<file path="src/rtl/sram_wide_port_ctrl.sv">
// sram_wide_port_ctrl: aggregates a narrow write stream into wide SRAM words and serializes wide reads.
// Optional partial-group flush port enabled by macro SRAM_CTRL_PARTIAL_FLUSH_EN. Rev 1.0
`default_nettype none

module sram_wide_port_ctrl #(
  parameter int DATA_W  = 16,
  parameter int FETCH_W = 4,
  parameter int ADDR_W  = 8
) (
  input  logic                      clk,
  input  logic                      rst,
  input  logic                      clk_en,
`ifdef SRAM_CTRL_PARTIAL_FLUSH_EN
  input  logic                      flush,
`endif
  input  logic                      wr_valid,
  output logic                      wr_ready,
  input  logic [DATA_W-1:0]         wr_data,
  input  logic [ADDR_W-1:0]         wr_addr,
  input  logic                      rd_req_valid,
  output logic                      rd_req_ready,
  input  logic [ADDR_W-1:0]         rd_req_addr,
  output logic                      rd_data_valid,
  input  logic                      rd_data_ready,
  output logic [DATA_W-1:0]         rd_data,
  output logic [ADDR_W-1:0]         mem_addr_in_bank,
  output logic                      mem_cen_in_bank,
  output logic                      mem_wen_in_bank,
  output logic [FETCH_W*DATA_W-1:0] mem_data_in_bank,
  input  logic [FETCH_W*DATA_W-1:0] mem_data_out_bank
);

  localparam int IDX_W = (FETCH_W > 1) ? $clog2(FETCH_W) : 1;
  localparam int CNT_W = $clog2(FETCH_W + 1);

  localparam logic [1:0] S_IDLE    = 2'd0;
  localparam logic [1:0] S_RD_WAIT = 2'd1;
  localparam logic [1:0] S_RD_SER  = 2'd2;

  logic [1:0]              r_state;
  logic [1:0]              w_next_state;
  logic [CNT_W-1:0]        r_cnt;
  logic [IDX_W-1:0]        r_idx;
  logic [ADDR_W-1:0]       r_waddr;
  logic [DATA_W-1:0]       r_wbuf   [FETCH_W];
  logic [DATA_W-1:0]       r_shadow [FETCH_W];
  logic [FETCH_W*DATA_W-1:0] w_wide;

  logic w_en;
  logic w_pending;
  logic w_wr_hs;
  logic w_rd_hs;
  logic w_rd_dhs;
  logic w_commit;
  logic w_flush_hit;
  logic w_last_word;

  // Readies and bank strobes drop while reset is held so every output reads 0.
  assign w_en        = clk_en & ~rst;
  assign w_pending   = (r_cnt == CNT_W'(FETCH_W));
  assign wr_ready    = w_en & (r_cnt < CNT_W'(FETCH_W));
  assign w_wr_hs     = wr_valid & wr_ready;
  assign w_rd_hs     = rd_req_valid & rd_req_ready;
  assign w_rd_dhs    = clk_en & rd_data_valid & rd_data_ready;
  assign w_commit    = w_en & w_pending & ((r_state == S_IDLE) || (r_state == S_RD_SER));
  assign w_last_word = (r_idx == IDX_W'(FETCH_W - 1));

`ifdef SRAM_CTRL_PARTIAL_FLUSH_EN
  assign w_flush_hit = w_en & flush & (r_cnt != '0) & ~w_pending;
`else
  assign w_flush_hit = 1'b0;
`endif

  for (genvar g = 0; g < FETCH_W; g++) begin : g_pack
    assign w_wide[g*DATA_W +: DATA_W] = r_wbuf[g];
  end

  always_ff @(posedge clk or posedge rst) begin
    if (rst) begin
      r_state <= S_IDLE;
    end else begin
      r_state <= w_next_state;
    end
  end

  always_comb begin
    w_next_state = r_state;
    case (r_state)
      S_IDLE:    if (w_rd_hs) w_next_state = S_RD_WAIT;
      S_RD_WAIT: if (clk_en) w_next_state = S_RD_SER;
      S_RD_SER:  if (w_rd_dhs && w_last_word) w_next_state = S_IDLE;
      default:   w_next_state = S_IDLE;
    endcase
  end

  // A pending commit blocks rd_req_ready, so commit and read never share a cycle.
  always_comb begin
    rd_req_ready     = 1'b0;
    rd_data_valid    = 1'b0;
    rd_data          = '0;
    mem_cen_in_bank  = 1'b0;
    mem_wen_in_bank  = 1'b0;
    mem_addr_in_bank = '0;
    mem_data_in_bank = '0;
    case (r_state)
      S_IDLE: rd_req_ready = w_en & ~w_pending;
      S_RD_SER: begin
        rd_data_valid = 1'b1;
        rd_data       = r_shadow[r_idx];
      end
      default: ;
    endcase
    if (w_commit) begin
      mem_cen_in_bank  = 1'b1;
      mem_wen_in_bank  = 1'b1;
      mem_addr_in_bank = r_waddr;
      mem_data_in_bank = w_wide;
    end else if (w_rd_hs) begin
      mem_cen_in_bank  = 1'b1;
      mem_addr_in_bank = rd_req_addr;
    end
  end

  // Slots are cleared on commit so a flushed partial group writes zeros in unfilled slots.
  always_ff @(posedge clk or posedge rst) begin
    if (rst) begin
      r_cnt   <= '0;
      r_waddr <= '0;
      for (int i = 0; i < FETCH_W; i++) r_wbuf[i] <= '0;
    end else begin
      if (w_wr_hs) begin
        r_wbuf[r_cnt[IDX_W-1:0]] <= wr_data;
        if (r_cnt == '0) r_waddr <= wr_addr;
      end
      if (w_commit) begin
        r_cnt <= '0;
        for (int i = 0; i < FETCH_W; i++) r_wbuf[i] <= '0;
      end else if (w_flush_hit) begin
        r_cnt <= CNT_W'(FETCH_W);
      end else if (w_wr_hs) begin
        r_cnt <= r_cnt + 1'b1;
      end
    end
  end

  always_ff @(posedge clk or posedge rst) begin
    if (rst) begin
      r_idx <= '0;
      for (int i = 0; i < FETCH_W; i++) r_shadow[i] <= '0;
    end else if (clk_en) begin
      if (r_state == S_RD_WAIT) begin
        r_idx <= '0;
        for (int i = 0; i < FETCH_W; i++) r_shadow[i] <= mem_data_out_bank[i*DATA_W +: DATA_W];
      end else if (w_rd_dhs) begin
        r_idx <= w_last_word ? '0 : r_idx + 1'b1;
      end
    end
  end

endmodule

`default_nettype wire

</file>
<file path="config.mk">
export PLATFORM = sky130hd
export DESIGN_NAME = sram_wide_port_ctrl
export DESIGN_NICKNAME = d
export VERILOG_FILES = /design/src/rtl/sram_wide_port_ctrl.sv
export SDC_FILE = /design/constraint.sdc
export NUM_CORES = 1
export LEC_CHECK = 0
export BUFFER_PORTS_ARGS = -buffer_cell sky130_fd_sc_hd__buf_2
export CORE_UTILIZATION = 40
export CTS_BUF_LIST = sky130_fd_sc_hd__clkbuf_4
export CTS_CLUSTER_DIAMETER = 80
export DETAILED_ROUTE_END_ITERATION = 16
export SYNTH_ARGS = -nofsm -noshare
export SYNTH_HDL_FRONTEND = slang
export SYNTH_SLANG_ARGS = --single-unit
</file>
<file path="constraint.sdc">
create_clock -name clk -period 5.9 [get_ports clk]
set_input_delay 0.59 -clock clk [delete_from_list [all_inputs] [get_ports clk]]
set_output_delay 0.59 -clock clk [all_outputs]
set_load 0.01 [all_outputs]
</file>
Yosys cells after proc, flatten, opt, wreduce, memory -nomap -nowiden
Index checks and enable logic that the tools add are counted.
{"block": "word_totals", "out_inout_bits": 93, "regBits": 143, "input_bits": 102, "word_cells": 75}
{"block": "classes", "n_mux": 26, "eq_ne": 7, "bitwise": 13, "add_sub_neg": 2, "n_reduce_logical": 11, "order_cmp": 4}
{"operator": "$mux W64", "n": 3}
{"operator": "$bwmux W64", "n": 1}
{"operator": "$mux W16", "n": 4}
{"operator": "$bmux W16 S2", "n": 1}
{"operator": "$demux W16 S2", "n": 1}
{"operator": "$mux W8", "n": 2}
{"operator": "$mux W2", "n": 6}
{"operator": "$and A1 B1 Y1", "n": 9}
{"operator": "$ge A3 B3 Y1 const B", "n": 2}
{"operator": "$mux W3", "n": 2}
{"operator": "$not A2 Y3", "n": 2}
{"operator": "$pmux W2 S3", "n": 1}
{"operator": "$reduce_and A2 Y1", "n": 3}
{"operator": "$mux W1", "n": 5}
{"operator": "$eq A2 B2 Y1 const B", "n": 2}
{"operator": "$ne A2 B2 Y1 const B", "n": 2}
{"operator": "$reduce_bool A2 Y1", "n": 2}
{"operator": "$add A3 B1 Y3 const B", "n": 1}
{"operator": "$eq A3 B3 Y1 const B", "n": 1}
{"operator": "$logic_not A3 Y1", "n": 1}
{"operator": "$lt A3 B1 Y1 const B", "n": 1}
{"operator": "$lt A3 B3 Y1 const B", "n": 1}
{"operator": "$reduce_and A3 Y1", "n": 1}
{"operator": "$add A2 B1 Y2 const B", "n": 1}
{"operator": "other kinds (6)", "n": 8}

Longest topological paths before layout
Gate-level depths: netlist (run 1).
{"block": "depth", "depth_word": 8, "mapped_depth": 7}

Worst setup path before layout (run 1)
OpenSTA, ideal clock, no wires.
{"block": "synth_timing", "path_kind": "input port to output port", "startpoint": "in rst", "endpoint": "out mem_cen_in_bank", "stages": 5, "arrival_ps": 1468, "slack_ps": 3842, "n_path_buf": 2, "cell_sequence": "and2b_4 -> and3_1 -> buf_4 -> buf_6 -> or2_1"}
{"block": "synth_via", "elab_chain_cells": 7, "elab_cells_between_ends": 9, "classes_between": "3 x mux; 6 x bitwise"}
{"item": "start, declared", "line_no": "11", "rtl": "input logic rst,"}
{"item": "$not A1 Y1 (*)", "line_no": "59", "rtl": "assign w_en = clk_en & ~rst;"}
{"item": "$and A1 B1 Y1 (*)", "line_no": "59"}
{"item": "$and A1 B1 Y1", "line_no": "106", "rtl": "S_IDLE: rd_req_ready = w_en & ~w_pending;"}
{"item": "$mux W1", "line_no": "105", "rtl": "case (r_state)"}
{"item": "$and A1 B1 Y1", "line_no": "63", "rtl": "assign w_rd_hs = rd_req_valid & rd_req_ready;"}
{"item": "$mux W1", "line_no": "118", "rtl": "end else if (w_rd_hs) begin"}
{"item": "$mux W1 (*)", "line_no": "113", "rtl": "if (w_commit) begin"}
{"item": "end, declared", "line_no": "27", "rtl": "output logic mem_cen_in_bank,"}
Every way passes the cells marked *; elsewhere a longest branch is shown, timed or not.

Final worst setup path (run 1)
{"block": "layout_timing", "startpoint": "reg r_cnt[0]", "endpoint": "out mem_data_in_bank[23]"}
{"block": "layout_via", "elab_chain_cells": 4}
{"item": "start, declared", "line_no": "42", "rtl": "logic [CNT_W-1:0] r_cnt;"}
{"item": "start signal, assigned", "line_no": "139", "rtl": "r_cnt <= CNT_W'(FETCH_W);"}
{"item": "start signal, assigned", "line_no": "141", "rtl": "r_cnt <= r_cnt + 1'b1;"}
{"item": "$eq A3 B3 Y1", "line_no": "60", "rtl": "assign w_pending = (r_cnt == CNT_W'(FETCH_W));"}
{"item": "$and A1 B1 Y1 (2 in a row)", "line_no": "65", "rtl": "assign w_commit = w_en & w_pending & ((r_state == S_IDLE) || (r_state == S_RD_SER));"}
{"item": "$mux W64", "line_no": "113"}
{"item": "end, declared", "line_no": "29", "rtl": "output logic [FETCH_W*DATA_W-1:0] mem_data_in_bank,"}
No other way between the ends.

==> flow_summary.yaml, run 1 <==
critical_path:
  cp_data_required_time_ns: 5.31
  r2r_cells: 3
  arrival_ns: 3.09
  r2r_slack_ns: 3.36
  timing_worst_setup_path_type: "flop to primary output"
  endpoint_kind: "primary output"
  r2r-start: "r_state[1]$_DFFE_PP0P_"
  cp_max_fo: 74
  cp-start-kind: "flop"
  r2r-end: "r_shadow[38]$_DFFE_PP0P_"
synthesis:
  synth-simple-area-share: 0.130
  yosys_warnings: 0
  synthMuxAreaShare: 0.169
  synth_compound_area_frac: 0.130
  ys_seq_area_frac: 0.510
  synthesis.nets: 689
  ys_types: 37
  synth_cells: 582
  synth_top_family_by_area: "multiplexers"
  synth_seq_cells: 143
  yosys.area_share.xor_xnor: 0
  netlist_area_sq_mm: 0.00701
  syn_avg_cell_area_sq_um: 12.0
  synth_fa_ha_area_frac: 0.00892
timing:
  max_freq_mhz: 272
  setup_tns_ns: 0
  post-route-period-util: 0.624
  worst_pin_slew_ns: 1.22
  final_hold_viol_count: 0
  rsz0062_at_grt: "no"
  finClkSkew_ns: 0.0151
  relSlewSlack: 0.185
  period_needed_ns: 3.68
  drv_slew: 0
  setup_viol: 0
cells_and_area:
  final_util: 0.480
  fillers: 1603
  multi_input_area_sq_mm: 0.00308
  nets: 853
  drive_gt1_frac: 0.410
  area_growth_pct: 17.9
  seqCellArea_sq_mm: 0.00358
cts:
  post_cts_buffers: 0
  cts_root_buf: "clkbuf_4"
  cts_buffer_depth: 2
  numCtsBuffers: 17
  insertion_delay_ns: 0.56
  clk_pin_slew_ns: 0.13
  clock-sinks: 143
  cts_tree: "yes"
  htreeDepth: 4
  ctsHoldBuffers: 0
  cts_resized: 0
flow_run:
  maxCapViolations: 0
die:
  die_h_um: 134
  initial_core_util: 0.407
  die_area_sq_mm: 0.0181
  core_region_area_sq_mm: 0.0172
  core.rowCount: 48
  die_w_um: 134
  io_pins: 195
placement:
  port-buffer-count: 194
  gp_congestion: 0.799
  dp_hpwl_mm: 12.5
power:
  total_power_w: 0.00347
  vdd_drop_max_mv: 0.207
  p_leak_nw: 3.98
  p_per_area_mw_per_mm2: 420
detailed_routing:
  post_drt_via_cell_ratio: 5.27
  vias: 5199
  dr.pass1.iters: 4
  post-route-drc-count: 0
  wl_mm: 18.0
  avgRoutedWirePerCell_um: 18.3
  postRouteAntennaNets: 0
  drt_iter0_markers: 308
global_route:
  antenna_found_initial: 2
  grt_usage: 0.206
  grt_first_pass_wirelength_mm: 28.1
  grt_max_degree: 86
  grt_remaining_overflow: 0
  grt_pass1_vias: 5107
min_path:
  hold_path_class: "input port to asynchronous set/reset pin"
outcome:
  outcome: "finished clean"
==> stage by stage <==
stage	instance area [sq um]	setup slack [ns]	std cells	hold slack (ns)
floorplan	7010	1.47	582	0.458
global placement	7970	2.70	952	0.468
detailed placement	7970	2.62	952	0.479
CTS	8270	2.20	984	0.184
global route	8270	1.96	986	0.172
finish	8270	2.22	986	0.207
==> critical path: stages, from the launching register on <==
cell and delay [ns]:
dfrtp_1 0.43, inv_1 0.12, ha_1 0.26, and3_4 0.81
buf_4 0.52, and2_1 0.21, buf_2 0.13
==> state kept, by name, indices dropped and copies added, names as in the netlist <==
signal and count:
r_cnt 3, r_idx 2, r_shadow 64, r_state 2, r_waddr 8, r_wbuf 64
==> layer usage <==
layer | vias up | track usage | wire, um
met2 | 191 | 0.313 | 8360
li1 | 2392 | - | -
met5 | - | 0 | 0
met1 | 2606 | 0.277 | 8030
met4 | 0 | 0.0581 | 159
met3 | 10 | 0.0741 | 1470
==> where the power goes <==
part	leakage, nW	switching (W)	internal [W]
clock network	0.151	0.000373	0.000291
logic	2.01	0.000517	0.000610
registers	1.82	0.000271	0.00141
total	3.98	0.00116	0.00231
==> cell usage in the layout, fill, tap and decap left out, drive strengths merged, types with 2 or more instances in the layout <==
cell type  count
bufinv         3
o21ai         51
nand2          7
a21o           2
clkinvlp       3
inv            9
mux4          16
a22o          25
and2          64
diode          2
a21oi         50
mux2          72
clkinv         7
and3           4
ha             5
nor2           2
nand2b         3
buf          198
nand3         49
clkbuf        17
dfrtp        143
nor2b         19
==> how the worst max path moves through the flow <==
stage	to	start	slack [ns]
final	mem_data_in_bank[23]	r_cnt[0]$_DFFE_PP0P_	2.22
after global routing	mem_data_in_bank[13]	r_cnt[0]$_DFFE_PP0P_	1.96
after CTS	mem_data_in_bank[11]	r_cnt[0]$_DFFE_PP0P_	2.20
after detailed placement	mem_data_in_bank[11]	rst	2.62
after global placement	mem_data_in_bank[39]	rst	2.70
after floorplan	r_cnt[0]$_DFFE_PP0P_	rst	1.47
==> final cells by class <==
| class | count | area share |
|---|---|---|
| flip-flops and latches | 143 | 0.433 |
| well taps | 225 | 0.0340 |
| clock buffers | 17 | 0.0154 |
| inverters | 7 | 0.00378 |
| diodes | 2 | 0.000605 |
| repair buffers | 198 | 0.121 |
| clock inverters | 15 | 0.0204 |
| multi-input cells | 379 | 0.372 |
==> synthesized netlist by cell type (all sizes together) <==
cell type | count | area (sq um)
inv | 7 | 26.3
nand4bb | 1 | 16.3
and2 | 64 | 400
a21o | 2 | 15.0
a22o | 25 | 219
and3 | 4 | 25.0
and2b | 1 | 10.0
o21ai | 51 | 255
nor2b | 19 | 119
o41ai | 1 | 8.76
nand3 | 49 | 245
clkbuf | 15 | 57.6
ha | 5 | 62.6
mux2 | 72 | 826
mux4 | 16 | 360
dfrtp | 143 | 3580
nand3b | 1 | 7.51
nand4b | 1 | 8.76
a21oi | 50 | 393
nand2b | 3 | 18.8
and4bb | 1 | 12.5
nor2 | 2 | 7.51
nand2 | 7 | 26.3
and4 | 1 | 8.76
o31ai | 1 | 7.51
o211ai | 1 | 12.5
buf | 38 | 279
or2 | 1 | 6.26
==> kinds of logic after synthesis <==
logic type / count (synthesis)
compound gates: 131
fa+ha+maj: 5
buf+inv: 60
flops: 143
mux: 88
simple gates: 155
Power figures use the tool's default switching activity.
==> inputs of run 2 (changes only) <==
ABC_AREA = 1   (was default)
clock period = 3.4 ns   (was 5.9 ns; I/O delays follow)
==> run 2 against run 1 <==
Compared with the run above: non-clock buffer count rose by 33; total power rose by 81%; count of clock-buffer cells in the layout rose by 1; critical endpoint is now mem_data_in_bank[41]; largest power group unchanged; critical path type unchanged; global-route usage rose by 1.6 points; hold slack got worse by 0.16 ns.
==> flow_summary.yaml, run 2 <==
cts:
  htreeDepth: 4
  post_cts_buffers: 0
  numCtsBuffers: 17
  insertion_delay_ns: 0.54
  cts_tree: "yes"
  cts_root_buf: "clkbuf_4"
  ctsHoldBuffers: 26
  clock-sinks: 143
  cts_buffer_depth: 2
  clk_pin_slew_ns: 0.12
  cts_resized: 0
synthesis:
  ys_types: 24
  syn_avg_cell_area_sq_um: 7.58
  synthesis.nets: 1043
  ys_seq_area_frac: 0.505
  synth_area_leaders: "dfrtp_1, nand2_1, nand3_1"
  synthDominantCellAreaShare: 0.505
  synth_seq_cells: 143
  netlist_area_sq_mm: 0.00709
  ys.flop_type: "dfrtp_1"
  yosysMostFrequentCell: "nand2_1"
  synth_cells: 936
  yosysTopAreaCell: "dfrtp_1"
  synth-edff-count: 0
  synthArstFlopShare: 1.00
  synth_common_cells: "nand2_1, dfrtp_1, inv_1"
  yosys_warnings: 0
power:
  p_int_w: 0.00390
  seqPwrFrac: 0.467
  clkPwrFrac: 0.188
  p_sw_w: 0.00239
  p_leak_nw: 4.91
  vdd_drop_max_mv: 0.231
  p_per_area_mw_per_mm2: 715
  swShare: 0.380
  power_frac_comb: 0.345
timing:
  relSlewSlack: 0.471
  setup_tns_ns: 0
  fin_hold_ws_ns: 0.0518
  max_freq_mhz: 348
  setup_viol: 0
  drv_slew: 0
  worst_pin_slew_ns: 0.791
  rsz0062_at_grt: "no"
  period_needed_ns: 2.87
  post-route-period-util: 0.846
  finClkSkew_ns: 0.0190
  final_hold_viol_count: 0
global_route:
  grt_usage: 0.222
  grt_remaining_overflow: 0
  grt_pass1_vias: 6149
  grt_max_degree: 132
  antenna_found_initial: 2
  grt_first_pass_wirelength_mm: 31.4
die:
  die_h_um: 135
  core.rowCount: 48
  die_area_sq_mm: 0.0183
  core_region_area_sq_mm: 0.0173
  io_pins: 195
  initial_core_util: 0.410
  die_w_um: 135
min_path:
  hold_path_class: "input port to flop"
critical_path:
  worst-path-buf-inv: 4
  cp_top_family: "buffers and inverters"
  cp_max_fo: 42
  critPathMostFrequentCell: "inv_1"
  timing_worst_setup_path_type: "flop to primary output"
  arrival_ns: 2.53
  crit_chain: "inv_1 > ha_1 > nand2_2 > inv_1 > nand3_4 > buf_12 > nor2_1 > buf_2"
  cpPeakStageDelay_ns: 0.43
  cp-start-kind: "flop"
  endpoint_kind: "primary output"
  critPathSlowestCell: "dfrtp_1"
  cp_data_required_time_ns: 3.06
detailed_routing:
  vias: 6487
  postRouteAntennaNets: 0
  post-route-drc-count: 0
  avgRoutedWirePerCell_um: 14.3
  post_drt_via_cell_ratio: 4.74
  dr.pass1.iters: 4
  drt_iter0_markers: 436
  wl_mm: 19.6
placement:
  port-buffer-count: 194
  dp_hpwl_mm: 13.3
  placed_area_sq_mm: 0.00822
  post-place-cells: 1309
  gp_congestion: 0.858
cells_and_area:
  drive_gt1_frac: 0.217
  final_cell_mix: "nand2_1, buf_2, dfrtp_1, inv_1, nor2_1"
  nets: 1236
  fin_cells: 1369
  stdcell_area_sq_mm: 0.00879
  area_growth_pct: 23.9
  final_util: 0.508
  final_common_cell: "nand2_1"
  reg.largest.list: "r_shadow (64), r_wbuf (64), r_waddr (8)"
flow_run:
  maxCapViolations: 0
outcome:
  outcome: "finished clean"
[run 2: area by class of cell]
| class | instances | area, sq um |
|---|---|---|
| fill | 1761 | 8510 |
| clock inverter | 14 | 173 |
| timing repair buffer | 231 | 1360 |
| multi-input combinational | 610 | 2780 |
| clock buffer | 18 | 135 |
| sequential | 143 | 3580 |
| inverter | 126 | 477 |
| antenna | 2 | 5.00 |
| tap | 225 | 282 |
[run 2: per-stage QoR]
step | setup WS [ns] | total power, W
after floorplan | -0.135 | 0.00443
after global placement | 1.10 | 0.00509
after detailed placement | 1.06 | 0.00513
after CTS | 0.446 | 0.00635
after global routing | 0.214 | 0.00681
final | 0.525 | 0.00628
[run 2: per-layer routing]
metal  wire length [um]  track usage  part of all wire
met5                  0            0                 0
met4                432       0.0768             0.022
met3               1010       0.0475             0.051
met2               9070        0.356              0.46
met1               9050        0.297              0.46
[run 2: final timing paths]
check | slack [ns] | from | end | cells after the start
max | 0.53 | r_cnt[0]$_DFFE_PP0P_ | mem_data_in_bank[41] | 8
min | 0.05 | mem_data_out_bank[19] | r_shadow[35]$_DFFE_PP0P_ | 3
max reg2reg | 1.35 | r_cnt[0]$_DFFE_PP0P_ | r_wbuf[26]$_DFFE_PP0P_ | 8
min reg2reg | 0.48 | r_shadow[47]$_DFFE_PP0P_ | r_shadow[47]$_DFFE_PP0P_ | 2
max in group asynchronous | 2.00 | rst | r_shadow[42]$_DFFE_PP0P_ | 4
min in group asynchronous | 0.39 | rst | r_waddr[4]$_DFFE_PP0P_ | 3
[run 2: cells by family after synthesis]
kind of cell | share of synthesized area
simple gates | 0.314
buf+inv | 0.106
flops | 0.505
compound gates | 0.0670
fa+ha+maj | 0.00882
[run 2: power groups by stage]
stage	combinational, W	clock (W)	sequential, W
2_1_floorplan	0.00161	0	0.00282
3_3_place_gp	0.00214	0	0.00295
3_5_place_dp	0.00217	0	0.00295
4_1_cts	0.00220	0.00122	0.00293
5_1_grt	0.00249	0.00129	0.00303
6_report	0.00217	0.00118	0.00293
[run 2: tightest hold or removal path: cells and delay by family]
family | cells | cell delay, ns
AOI/OAI and AO/OA | 1 | 0.10
buffers and inverters | 1 | 0.08
and+or+nand+nor | 1 | 0.04
==> inputs of run 3 (changes only) <==
ABC_AREA = 0   (was 1)
clock period = 2.7 ns   (was 3.4 ns; I/O delays follow)
==> run 3 against run 2 <==
Compared with the run above: non-clock buffer count up 64; clock skew down 0.00070 ns; total power up 24%; final area up 5.1%; die area down 1.1%; highest routed layer unchanged.
==> flow_summary.yaml, run 3 (synthesis results as in run 1) <==
detailed_routing:
  drt_iter0_markers: 332
  avgRoutedWirePerCell_um: 18.0
  wl_mm: 19.5
  post_drt_via_cell_ratio: 5.18
  dr.pass1.iters: 5
  post-route-drc-count: 0
  vias: 5609
  postRouteAntennaNets: 0
cts:
  cts_root_buf: "clkbuf_4"
  clk_pin_slew_ns: 0.14
  clock-sinks: 143
  htreeDepth: 4
  numCtsBuffers: 17
  insertion_delay_ns: 0.55
  cts_tree: "yes"
  cts_buffer_depth: 2
critical_path:
  endpoint_kind: "primary output"
  cp_data_required_time_ns: 2.43
  cp_max_fo: 45
  timing_worst_setup_path_type: "flop to primary output"
  arrival_ns: 2.28
  r2r_cells: 5
  r2r_slack_ns: 0.72
  cp-start-kind: "flop"
placement:
  gp_congestion: 0.791
  dp_hpwl_mm: 12.7
  placed_area_sq_mm: 0.00810
  port-buffer-count: 194
power:
  vdd_drop_max_mv: 0.469
  total_power_w: 0.00777
  p_per_area_mw_per_mm2: 841
  p_leak_nw: 4.40
timing:
  setup_tns_ns: 0
  fin_hold_ws_ns: 0.0487
  post-route-period-util: 0.944
  rsz0062_at_grt: "no"
  worst_pin_slew_ns: 0.874
  setup_viol: 0
  relSlewSlack: 0.417
  max_freq_mhz: 392
  final_hold_viol_count: 0
  drv_slew: 0
  period_needed_ns: 2.55
  finClkSkew_ns: 0.0183
global_route:
  grt_first_pass_wirelength_mm: 31.0
  grt_max_degree: 107
  grt_remaining_overflow: 0
  grt_pass1_vias: 5757
  antenna_found_initial: 1
  grt_usage: 0.226
die:
  core_region_area_sq_mm: 0.0172
  die_area_sq_mm: 0.0181
  die_w_um: 134
  die_h_um: 134
  initial_core_util: 0.407
  io_pins: 195
  core.rowCount: 48
cells_and_area:
  nets: 951
  drive_gt1_frac: 0.389
  fillers: 1498
  multi_input_area_sq_mm: 0.00309
  seqCellArea_sq_mm: 0.00358
  final_cell_mix: "buf_2, dfrtp_1, dlygate4sd3_1, and2_1"
  reg.largest.list: "r_shadow (64), r_wbuf (64), r_waddr (8)"
  area_growth_pct: 31.7
  final_common_cell: "buf_2"
  stdcell_area_sq_mm: 0.00923
flow_run:
  maxCapViolations: 0
min_path:
  hold_path_depth: 3
  hold_path_class: "input port to flop"
outcome:
  outcome: "finished clean"
-- run 3: changes by cell type in the layout (fill, tap and decap cells not counted), sizes merged, moves of 19 or more --
cell	previous run	this run
nor2b	0	19
mux2	0	72
inv	124	10
a22o	0	25
dlygate4sd3	26	80
and2	0	64
nand3	108	49
nor2	121	2
o211ai	30	1
o21ai	3	51
nand2	282	7
-- run 3: worst paths after layout --
check / start / endpoint
min reg2reg: r_shadow[51]$_DFFE_PP0P_ / r_shadow[51]$_DFFE_PP0P_
min: wr_data[11] / r_wbuf[43]$_DFFE_PP0P_
max: r_cnt[0]$_DFFE_PP0P_ / mem_data_in_bank[22]
max in group asynchronous: rst / r_waddr[0]$_DFFE_PP0P_
max reg2reg: r_cnt[0]$_DFFE_PP0P_ / r_wbuf[57]$_DFFE_PP0P_
min in group asynchronous: rst / r_cnt[2]$_DFFE_PP0P_
-- run 3: layer usage --
layer  share of wire  routed length, um  vias up  track usage
met1            0.45               8710     2788        0.300
met5               0                  0        -            0
met2            0.47               9260      196        0.354
met4           0.016                317        0       0.0718
li1                -                  -     2598            -
met3           0.064               1250       27       0.0684
-- run 3: critical path, stage by stage, from the launching register on --
cell	delay [ns]
dfrtp_1	0.43
inv_1	0.11
ha_1	0.31
and3_4	0.33
buf_12	0.23
and2_1	0.18
buf_2	0.14
-- run 3: through the flow --
stage,util,setup WS [ns],instances
after global placement,0.470,0.671,965
after detailed placement,0.470,0.622,965
after CTS,0.533,0.0154,1076
after floorplan,-,0.639,582
final,0.536,0.152,1083
after global routing,0.536,0.00635,1083
-- run 3: power breakdown --
part | internal (W) | switching (W) | total, W | leakage [nW]
combinational | 0.00147 | 0.00126 | 0.00273 | 2.45
sequential | 0.00308 | 0.000551 | 0.00363 | 1.82
clock | 0.000558 | 0.000852 | 0.00141 | 0.141
-- run 3: layout make-up --
class | count | area share
Antenna cell | 1 | 0.000271
Inverter | 7 | 0.00325
Sequential cell | 143 | 0.388
Timing Repair Buffer | 295 | 0.213
Clock inverter | 15 | 0.0173
Tap cell | 225 | 0.0305
Multi-Input combinational cell | 380 | 0.334
Clock buffer | 17 | 0.0138
-- run 3: timing repair --
| item | 4_1_cts | 5_1_grt |
|---|---|---|
| hold buffers | 78 | 2 |
| pin swaps | 1 | 1 |
| setup buffers | 0 | 4 |
| cloned | 1 | 0 |
| endpoints found under the setup margin | 2 | 48 |
| resized for setup | 1 | 0 |
| endpoints found under the hold margin | 225 | 4 |
